**config.mk**
```make
export PLATFORM = sky130hd
export DESIGN_NAME = sha256_round_core_flat
export DESIGN_NICKNAME = d
export VERILOG_FILES = /design/src/rtl/sha256_round_if.sv /design/src/rtl/sha256_round_core.sv /design/src/flat_wrapper.sv
export SDC_FILE = /design/constraint.sdc
export NUM_CORES = 2
export LEC_CHECK = 0
export CELL_PAD_IN_SITES_DETAIL_PLACEMENT = 0
export CELL_PAD_IN_SITES_GLOBAL_PLACEMENT = 2
export CORE_MARGIN = 5
export CORE_UTILIZATION = 42
export DETAILED_ROUTE_END_ITERATION = 10
export DONT_BUFFER_PORTS = 1
export PLACE_DENSITY_LB_ADDON = 0.1
export SLEW_MARGIN = 20
export SYNTH_ARGS = -nofsm -noshare
export SYNTH_HDL_FRONTEND = slang
export SYNTH_SLANG_ARGS = --single-unit
```
**constraint.sdc**
```tcl
create_clock -name clk -period 12.1 [get_ports clk]
set_input_delay 3.63 -clock clk [delete_from_list [all_inputs] [get_ports clk]]
set_output_delay 3.63 -clock clk [all_outputs]
set_load 0.02 [all_outputs]
```
**src/rtl/sha256_round_if.sv**
```systemverilog
// rtl/sha256_round_if.sv - block/hash handshake between the feeder and the SHA-256 round core
interface sha256_round_if;
    logic         start;
    logic [511:0] block_in;
    logic [255:0] hash_in;
    logic         busy;
    logic         done;
    logic [255:0] hash_out;

    modport master (
        output start, block_in, hash_in,
        input  busy, done, hash_out
    );

    modport slave (
        input  start, block_in, hash_in,
        output busy, done, hash_out
    );
endinterface

```
**src/rtl/sha256_round_core.sv**
```systemverilog
// rtl/sha256_round_core.sv - SHA-256 compression, one round per clock, external registered K ROM
module sha256_round_core #(
    parameter int ROUNDS = 64,
    parameter int SEL_W  = 6
) (
    input  logic             clk,
    input  logic             rst_n,
    sha256_round_if.slave    bus,
    output logic [SEL_W-1:0] k_select,
    input  logic [31:0]      k_data
);
    localparam int RW = $clog2(ROUNDS + 1);

    typedef enum logic [1:0] {S_IDLE, S_ROUND, S_FINAL} state_t;

    state_t         state;
    logic [RW-1:0]  round;
    logic [31:0]    a_q, b_q, c_q, d_q, e_q, f_q, g_q, h_q;
    logic [31:0]    w [16];
    logic [255:0]   h_cap;
    logic [255:0]   hash_q;
    logic           busy_q;
    logic           done_q;
    logic [31:0]    t1, t2, w_new;

    function automatic logic [31:0] rotr(input logic [31:0] x, input int n);
        return (x >> n) | (x << (32 - n));
    endfunction

    function automatic logic [31:0] big_s0(input logic [31:0] x);
        return rotr(x, 2) ^ rotr(x, 13) ^ rotr(x, 22);
    endfunction

    function automatic logic [31:0] big_s1(input logic [31:0] x);
        return rotr(x, 6) ^ rotr(x, 11) ^ rotr(x, 25);
    endfunction

    function automatic logic [31:0] small_s0(input logic [31:0] x);
        return rotr(x, 7) ^ rotr(x, 18) ^ (x >> 3);
    endfunction

    function automatic logic [31:0] small_s1(input logic [31:0] x);
        return rotr(x, 17) ^ rotr(x, 19) ^ (x >> 10);
    endfunction

    always_comb begin
        t1    = h_q + big_s1(e_q) + ((e_q & f_q) ^ (~e_q & g_q)) + k_data + w[0];
        t2    = big_s0(a_q) + ((a_q & b_q) ^ (a_q & c_q) ^ (b_q & c_q));
        w_new = small_s1(w[14]) + w[9] + small_s0(w[1]) + w[0];
    end

    always_ff @(posedge clk or negedge rst_n) begin
        if (!rst_n) begin
            state    <= S_IDLE;
            round    <= '0;
            k_select <= '0;
            busy_q   <= 1'b0;
            done_q   <= 1'b0;
            hash_q   <= '0;
            h_cap    <= '0;
            a_q <= '0; b_q <= '0; c_q <= '0; d_q <= '0;
            e_q <= '0; f_q <= '0; g_q <= '0; h_q <= '0;
            for (int i = 0; i < 16; i++) w[i] <= '0;
        end else begin
            done_q <= 1'b0;
            case (state)
                S_IDLE: begin
                    if (bus.start) begin
                        for (int i = 0; i < 16; i++) w[i] <= bus.block_in[511 - 32*i -: 32];
                        h_cap <= bus.hash_in;
                        {a_q, b_q, c_q, d_q, e_q, f_q, g_q, h_q} <= bus.hash_in;
                        round    <= '0;
                        k_select <= SEL_W'(1);
                        busy_q   <= 1'b1;
                        state    <= S_ROUND;
                    end
                end
                S_ROUND: begin
                    h_q <= g_q;
                    g_q <= f_q;
                    f_q <= e_q;
                    e_q <= d_q + t1;
                    d_q <= c_q;
                    c_q <= b_q;
                    b_q <= a_q;
                    a_q <= t1 + t2;
                    for (int i = 0; i < 15; i++) w[i] <= w[i+1];
                    w[15] <= w_new;
                    // ROM is one cycle behind its address, so select K[r+2] while consuming K[r]
                    if (round == RW'(ROUNDS - 1)) begin
                        k_select <= '0;
                        state    <= S_FINAL;
                    end else begin
                        round    <= round + 1'b1;
                        k_select <= SEL_W'(round) + SEL_W'(2);
                    end
                end
                S_FINAL: begin
                    hash_q <= {h_cap[255:224] + a_q, h_cap[223:192] + b_q,
                               h_cap[191:160] + c_q, h_cap[159:128] + d_q,
                               h_cap[127:96]  + e_q, h_cap[95:64]   + f_q,
                               h_cap[63:32]   + g_q, h_cap[31:0]    + h_q};
                    done_q <= 1'b1;
                    busy_q <= 1'b0;
                    state  <= S_IDLE;
                end
                default: state <= S_IDLE;
            endcase
        end
    end

    assign bus.busy     = busy_q;
    assign bus.done     = done_q;
    assign bus.hash_out = hash_q;
endmodule

```
**src/flat_wrapper.sv**
```systemverilog
// flat-port wrapper written by rule: the top's interface ports become plain ports
module sha256_round_core_flat 
#(
    parameter int ROUNDS = 64,
    parameter int SEL_W  = 6
)
  (clk, rst_n, k_select, k_data, bus_start, bus_block_in, bus_hash_in, bus_busy, bus_done, bus_hash_out);
  sha256_round_if bus_i ();
  input  logic clk;
  input  logic rst_n;
  output logic [SEL_W-1:0] k_select;
  input  logic [31:0] k_data;
  input wire logic [$bits(bus_i.start)-1:0] bus_start;
  input wire logic [$bits(bus_i.block_in)-1:0] bus_block_in;
  input wire logic [$bits(bus_i.hash_in)-1:0] bus_hash_in;
  output wire logic [$bits(bus_i.busy)-1:0] bus_busy;
  output wire logic [$bits(bus_i.done)-1:0] bus_done;
  output wire logic [$bits(bus_i.hash_out)-1:0] bus_hash_out;
  assign bus_i.start = bus_start;
  assign bus_i.block_in = bus_block_in;
  assign bus_i.hash_in = bus_hash_in;
  assign bus_busy = bus_i.busy;
  assign bus_done = bus_i.done;
  assign bus_hash_out = bus_i.hash_out;
  sha256_round_core #(.ROUNDS(ROUNDS), .SEL_W(SEL_W)) u_core (.clk(clk), .rst_n(rst_n), .bus(bus_i), .k_select(k_select), .k_data(k_data));
endmodule
```
# [Word level (Yosys, flattened, before mapping)]
# Index checks and enable logic that the tools add are counted.
[word_totals] reg_bits=1297 latch_bits=0 mem_bits_rw=0 rom_bits=0 in_bits=803 output_inout_bits=264 word_cells=122 mem_count=0
[classes] n_addsub=20 mul=0 div=0 order_cmp=0 n_eq_ne=6 shifts=0 mux=30 bitwise=27 n_reduce_logical=8
[ops] cell="$pmux W512 S2" count=1
[ops] cell="$add A32 B32 Y32" count=18
[ops] cell="$mux W512" count=1
[ops] cell="$pmux W32 S2" count=8
[ops] cell="$xor A32 B32 Y32" count=9
[ops] cell="$mux W32" count=8
[ops] cell="$and A32 B32 Y32" count=5
[ops] cell="$not A32 Y32" count=1
[ops] cell="$or A10 B32 Y32" count=1
[ops] cell="$or A13 B32 Y32" count=1
[ops] cell="$or A14 B32 Y32" count=1
[ops] cell="$or A15 B32 Y32" count=1
[ops] cell="$or A19 B32 Y32" count=1
[ops] cell="$or A21 B32 Y32" count=1
[ops] cell="$or A25 B32 Y32" count=1
[ops] cell="$or A26 B32 Y32" count=1
[ops] cell="$or A30 B32 Y32" count=1
[ops] cell="$or A7 B32 Y32" count=1
[ops] cell="$xor A32 B22 Y32" count=1
[ops] cell="$xor A32 B29 Y32" count=1
[ops] cell="$mux W7" count=2
[ops] cell="$pmux W7 S2" count=1
[ops] cell="$mux W6" count=2
[ops] cell="$pmux W6 S2" count=1
[ops] cell="other kinds (15)" count=22

# [Logic depth before layout (Yosys ltp)]
[logic_depth] depth_word=9 ltp_mapped=32 depth_no_buf=31

# [Worst setup path before layout]
# OpenSTA, ideal clock, no wires.
[synth_path] kind="input to register" from="input k_data[3]" to="register u_core.a_q[31]" setup_ns=0.137 arrival_ns=9.639 required_ns=11.963 path_slack_ns=2.324 cell_stages=28 cell_sequence="inv_1 > fa_1 > inv_1 > fa_1 > inv_1 > fa_1 > inv_1 > ha_1 > nor2b_1 > o31a_1 > o221ai_1 > nand2_1 > a311oi_1 > o21bai_1 > a211oi_1 > nor4_1 > fa_1 > ha_1 > a2111oi_0 > o21ai_1 > o2111ai_1 > nand2_1 > o41ai_1 > o21ai_1 > a31oi_1 > xnor2_1 > xnor2_1 > a21oi_1"
[synth_between] elab_chain_cells=4
[synth_lines] element="from (decl)" line="flat_wrapper.sv:12" source="input logic [31:0] k_data;"
[synth_lines] element="$add A32 B32 Y32 (2 in series)" line="sha256_round_core.sv:47" source="t1 = h_q + big_s1(e_q) + ((e_q & f_q) ^ (~e_q & g_q)) + k_data + w[0];"
[synth_lines] element="$add A32 B32 Y32" line="sha256_round_core.sv:86" source="a_q <= t1 + t2;"
[synth_lines] element="$pmux W32 S2" line="sha256_round_core.sv:66" source="case (state)"
[synth_lines] element="to (signal assigned)" line="sha256_round_core.sv:71" source="{a_q, b_q, c_q, d_q, e_q, f_q, g_q, h_q} <= bus.hash_in;"
[synth_lines] element="to (signal assigned)" line="sha256_round_core.sv:86"
[synth_lines] element="to (decl)" line="sha256_round_core.sv:18" source="logic [31:0] a_q, b_q, c_q, d_q, e_q, f_q, g_q, h_q;"
# Every way passes these cells.
# A chain may end at the register's enable or synchronous reset.

# [Worst setup path after layout]
[layout_path] from="input k_data[2]" to="register u_core.a_q[31]"
# Same word-level chain as after synthesis.

==> run_results.csv <==
group,metric,value,unit
layout,multi_input_area,0.0427,mm²
setup_path,rrSetupSlack,3.27,ns
sta,setup_viol,0,
clocking,clk_path_buf_depth,3,
layout,synthToLayoutAreaGrowth,9.14,%
floorplanning,die_h,442,µm
sta,fin_setup_tns,0,ns
floorplanning,row_count,158,
routing,drc,0,
logic_synthesis,syn_area_per_cell,8.38,µm²
hold_path,worstHoldStart,"u_core.h_cap[76]$_DFFE_PN0P_",
setup_path,r2r-end,"u_core.a_q[31]$_DFFE_PN0P_",
clocking,htree_num_levels,4,
clocking,ctsResizeCount,0,
setup_path,cp-end-kind,"register",
logic_synthesis,netlist_area,0.0785,mm²
place,post-dp-hpwl,261000,µm
logic_synthesis,synth_edf_count,0,
place,gp_congestion,0.944,
logic_synthesis,synthesis.instances,9373,
clocking,numCtsBuffers,156,
hold_path,whs_path_depth,2,
clocking,clk_latency,0.83,ns
setup_path,crit_type,"input pin to register",
sta,fin_ws,1.73,ns
layout,largest_reg_flops,512,
layout,fin_nets,10400,
logic_synthesis,ys_ff_latch,1297,
place,dp.cells,11300,
layout,fillers,18500,
logic_synthesis,synth_top_family_by_area,"simple AND/OR/NAND/NOR gates",
routing,drtIter0Drc,6508,
clocking,root_buffer,"clkbuf_16",
logic_synthesis,synth_compound_area_share,16.2,%
routing,wl,338000,µm
setup_path,cpMaxStageDelayCell,"xnor2_1",
sta,post-route-period-util,85.7,%
floorplanning,chipWidth,442,µm
setup_path,r2r_cells,30,
setup_path,crit-reg2reg-launch,"u_core.e_q[9]$_DFFE_PN0P_",
sta,final_hold_viol_count,0,
sta,maxSlewHeadroom,26.4,%
logic_synthesis,synth-xor-area-share,6.34,%
logic_synthesis,ys.flop_type,"dfrtp_1",
hold_path,hold_class,"register to register",
clocking,clkTransAtPathRegs,0.07,ns
place,post_dp_cell_area,0.0802,mm²
layout,regArea,0.0325,mm²
setup_path,max_stage_delay,0.64,ns
global_route,grt_pass1_wl,483000,µm
status,outcome,"finished, final reports clean",
logic_synthesis,synth_adder_area_share,11.2,%
place,dpl_worst_slack,0.971,ns
sta,fin_skew,0.0440,ns
layout,final_layout_size_suffix_gt1_share,3.86,%
logic_synthesis,async_flop_share,100,%
logic_synthesis,syn_nets,10700,
floorplanning,start_util,42.3,%
clocking,cts_tree,"yes",
logic_synthesis,synth_seq_area_share,41.3,%
floorplanning,core_area,0.186,mm²
routing,wire_per_inst,28.9,µm
setup_path,cp-start-kind,"input pin",
layout,top_register,"u_core.w",
hold_path,holdPathEnd,"u_core.h_cap[76]$_DFFE_PN0P_",
logic_synthesis,synth_cell_types,83,
global_route,grt.total_usage,33.5,%
layout,fin_cells,11700,
sta,fmax,96.4,MHz
setup_path,cp.arrival,11.08,ns
routing,avgViaCountPerCell,5.77,
global_route,gr-total-overflow,0,
place,io_buffers,0,
layout,final_common_cell,"nand2_1",
setup_path,worstPathMaxFanout,6,
global_route,antenna_found_initial,108,
logic_synthesis,synth-simple-area-share,19.9,%
routing,first_pass_iters,6,
layout,mostFrequentLayoutCells,"nand2_1, dfrtp_1, nor2_1",
sta,slew_viol_final,0,
routing,vias,67400,
sta,rsz0062_at_grt,"false",
global_route,first_global_vias,65900,
clocking,postCtsSetupRepairBufs,0,
setup_path,crit_family,"compound AO/OA/AOI/OAI gates",
global_route,grt_max_degree,245,
routing,ant_nets,0,
floorplanning,ios,1067,
floorplanning,dieArea,0.196,mm²
setup_path,critPathBufInv,4,
sta,worst_slew_pin_slew,1.10,ns
clocking,clock_sinks,1297,
logic_synthesis,yosysWarnings,0,
flow_run,drv_cap,0,
sta,fin_crit,10.37,ns
layout,stdcell_area,0.0857,mm²
setup_path,crit_required,12.80,ns
clocking,cts_hold_buffers,0,
logic_synthesis,muxShareOfSynthArea,0.653,%
-- layer usage --
layer  vias up  track usage, %  wire length, µm
met3       530            8.75            25400
li1      31000               -                -
met2      2364            54.5           161000
met1     33500            41.8           136000
met5         -               0              329
met4        54            15.2            15200
-- worst max path at each step --
stage	startpoint	to	cells past startpoint
after floorplan	k_data[3]	u_core.a_q[31]$_DFFE_PN0P_	28
after global placement	k_data[10]	u_core.a_q[31]$_DFFE_PN0P_	30
after detailed placement	k_data[2]	u_core.a_q[31]$_DFFE_PN0P_	30
after CTS	k_data[2]	u_core.a_q[31]$_DFFE_PN0P_	30
after global routing	k_data[2]	u_core.a_q[31]$_DFFE_PN0P_	30
final	k_data[2]	u_core.a_q[31]$_DFFE_PN0P_	30
-- cell type report --
| type | count | share of cell area (%) |
|---|---|---|
| inverters | 328 | 1.44 |
| clock buffers | 225 | 5.31 |
| flip-flops and latches | 1297 | 37.9 |
| clock inverters | 43 | 0.734 |
| multi-input cells | 7164 | 49.8 |
| diodes | 88 | 0.257 |
| well taps | 2480 | 3.62 |
| repair buffers | 64 | 0.934 |
-- worst register-to-register path, delay by kind of cell (launching register included) --
family | cells | cell delay (ns)
AOI/OAI and AO/OA | 15 | 3.65
adders and majority gates | 6 | 2.44
DFF | 1 | 0.88
xor gates and xnor gates | 3 | 0.68
muxes | 1 | 0.65
buffers and inverters | 3 | 0.22
and+or+nand+nor | 2 | 0.21
-- through the flow --
step	utilization (%)	hold WS [ns]
detailed placement	43.2	0.469
CTS	46.0	0.483
global placement	43.2	0.464
finish	46.2	0.478
floorplan	-	0.451
global route	46.1	0.493
-- cells by family after synthesis --
logic type               count (synthesis)
AND/OR/NAND/NOR                       3910
adder cells (fa/ha/maj)                592
multiplexers                            50
AO/OA/AOI/OAI                         2045
XOR/XNOR                               567
flip-flops                            1297
buffers and inverters                  912
-- synth_stat cells, types with 10 or more instances --
cell	number	area share (%)
a211o_1	14	0.16
a211oi_1	43	0.41
a21boi_1	11	0.11
a21o_1	148	1.4
a21oi_1	327	2.1
a31oi_1	741	5.9
and2_1	19	0.15
and3_1	20	0.16
buf_1	38	0.18
clkbuf_1	546	2.6
dfrtp_1	1297	41
fa_1	195	5.0
ha_1	374	6.0
inv_1	327	1.6
maj3_1	23	0.29
mux2_2	10	0.14
mux2i_1	40	0.51
nand2_1	2598	12
nand2b_1	43	0.34
nand3_1	74	0.47
nand4_1	31	0.25
nor2_1	894	4.3
nor2b_1	35	0.28
nor3_1	85	0.54
nor3b_1	11	0.11
o2111ai_1	10	0.11
o211ai_1	22	0.21
o21a_1	50	0.48
o21ai_0	321	2.0
o21ai_1	96	0.61
o21bai_1	44	0.42
o22a_1	20	0.22
o22ai_1	59	0.47
o31a_1	11	0.12
o31ai_1	33	0.32
or2_2	16	0.13
or3_1	50	0.40
xnor2_1	376	4.2
xor2_1	190	2.1
Power is left out: the tool's default activity adds up to more than one toggle a clock period on the data nets, which glitch-free logic cannot reach.
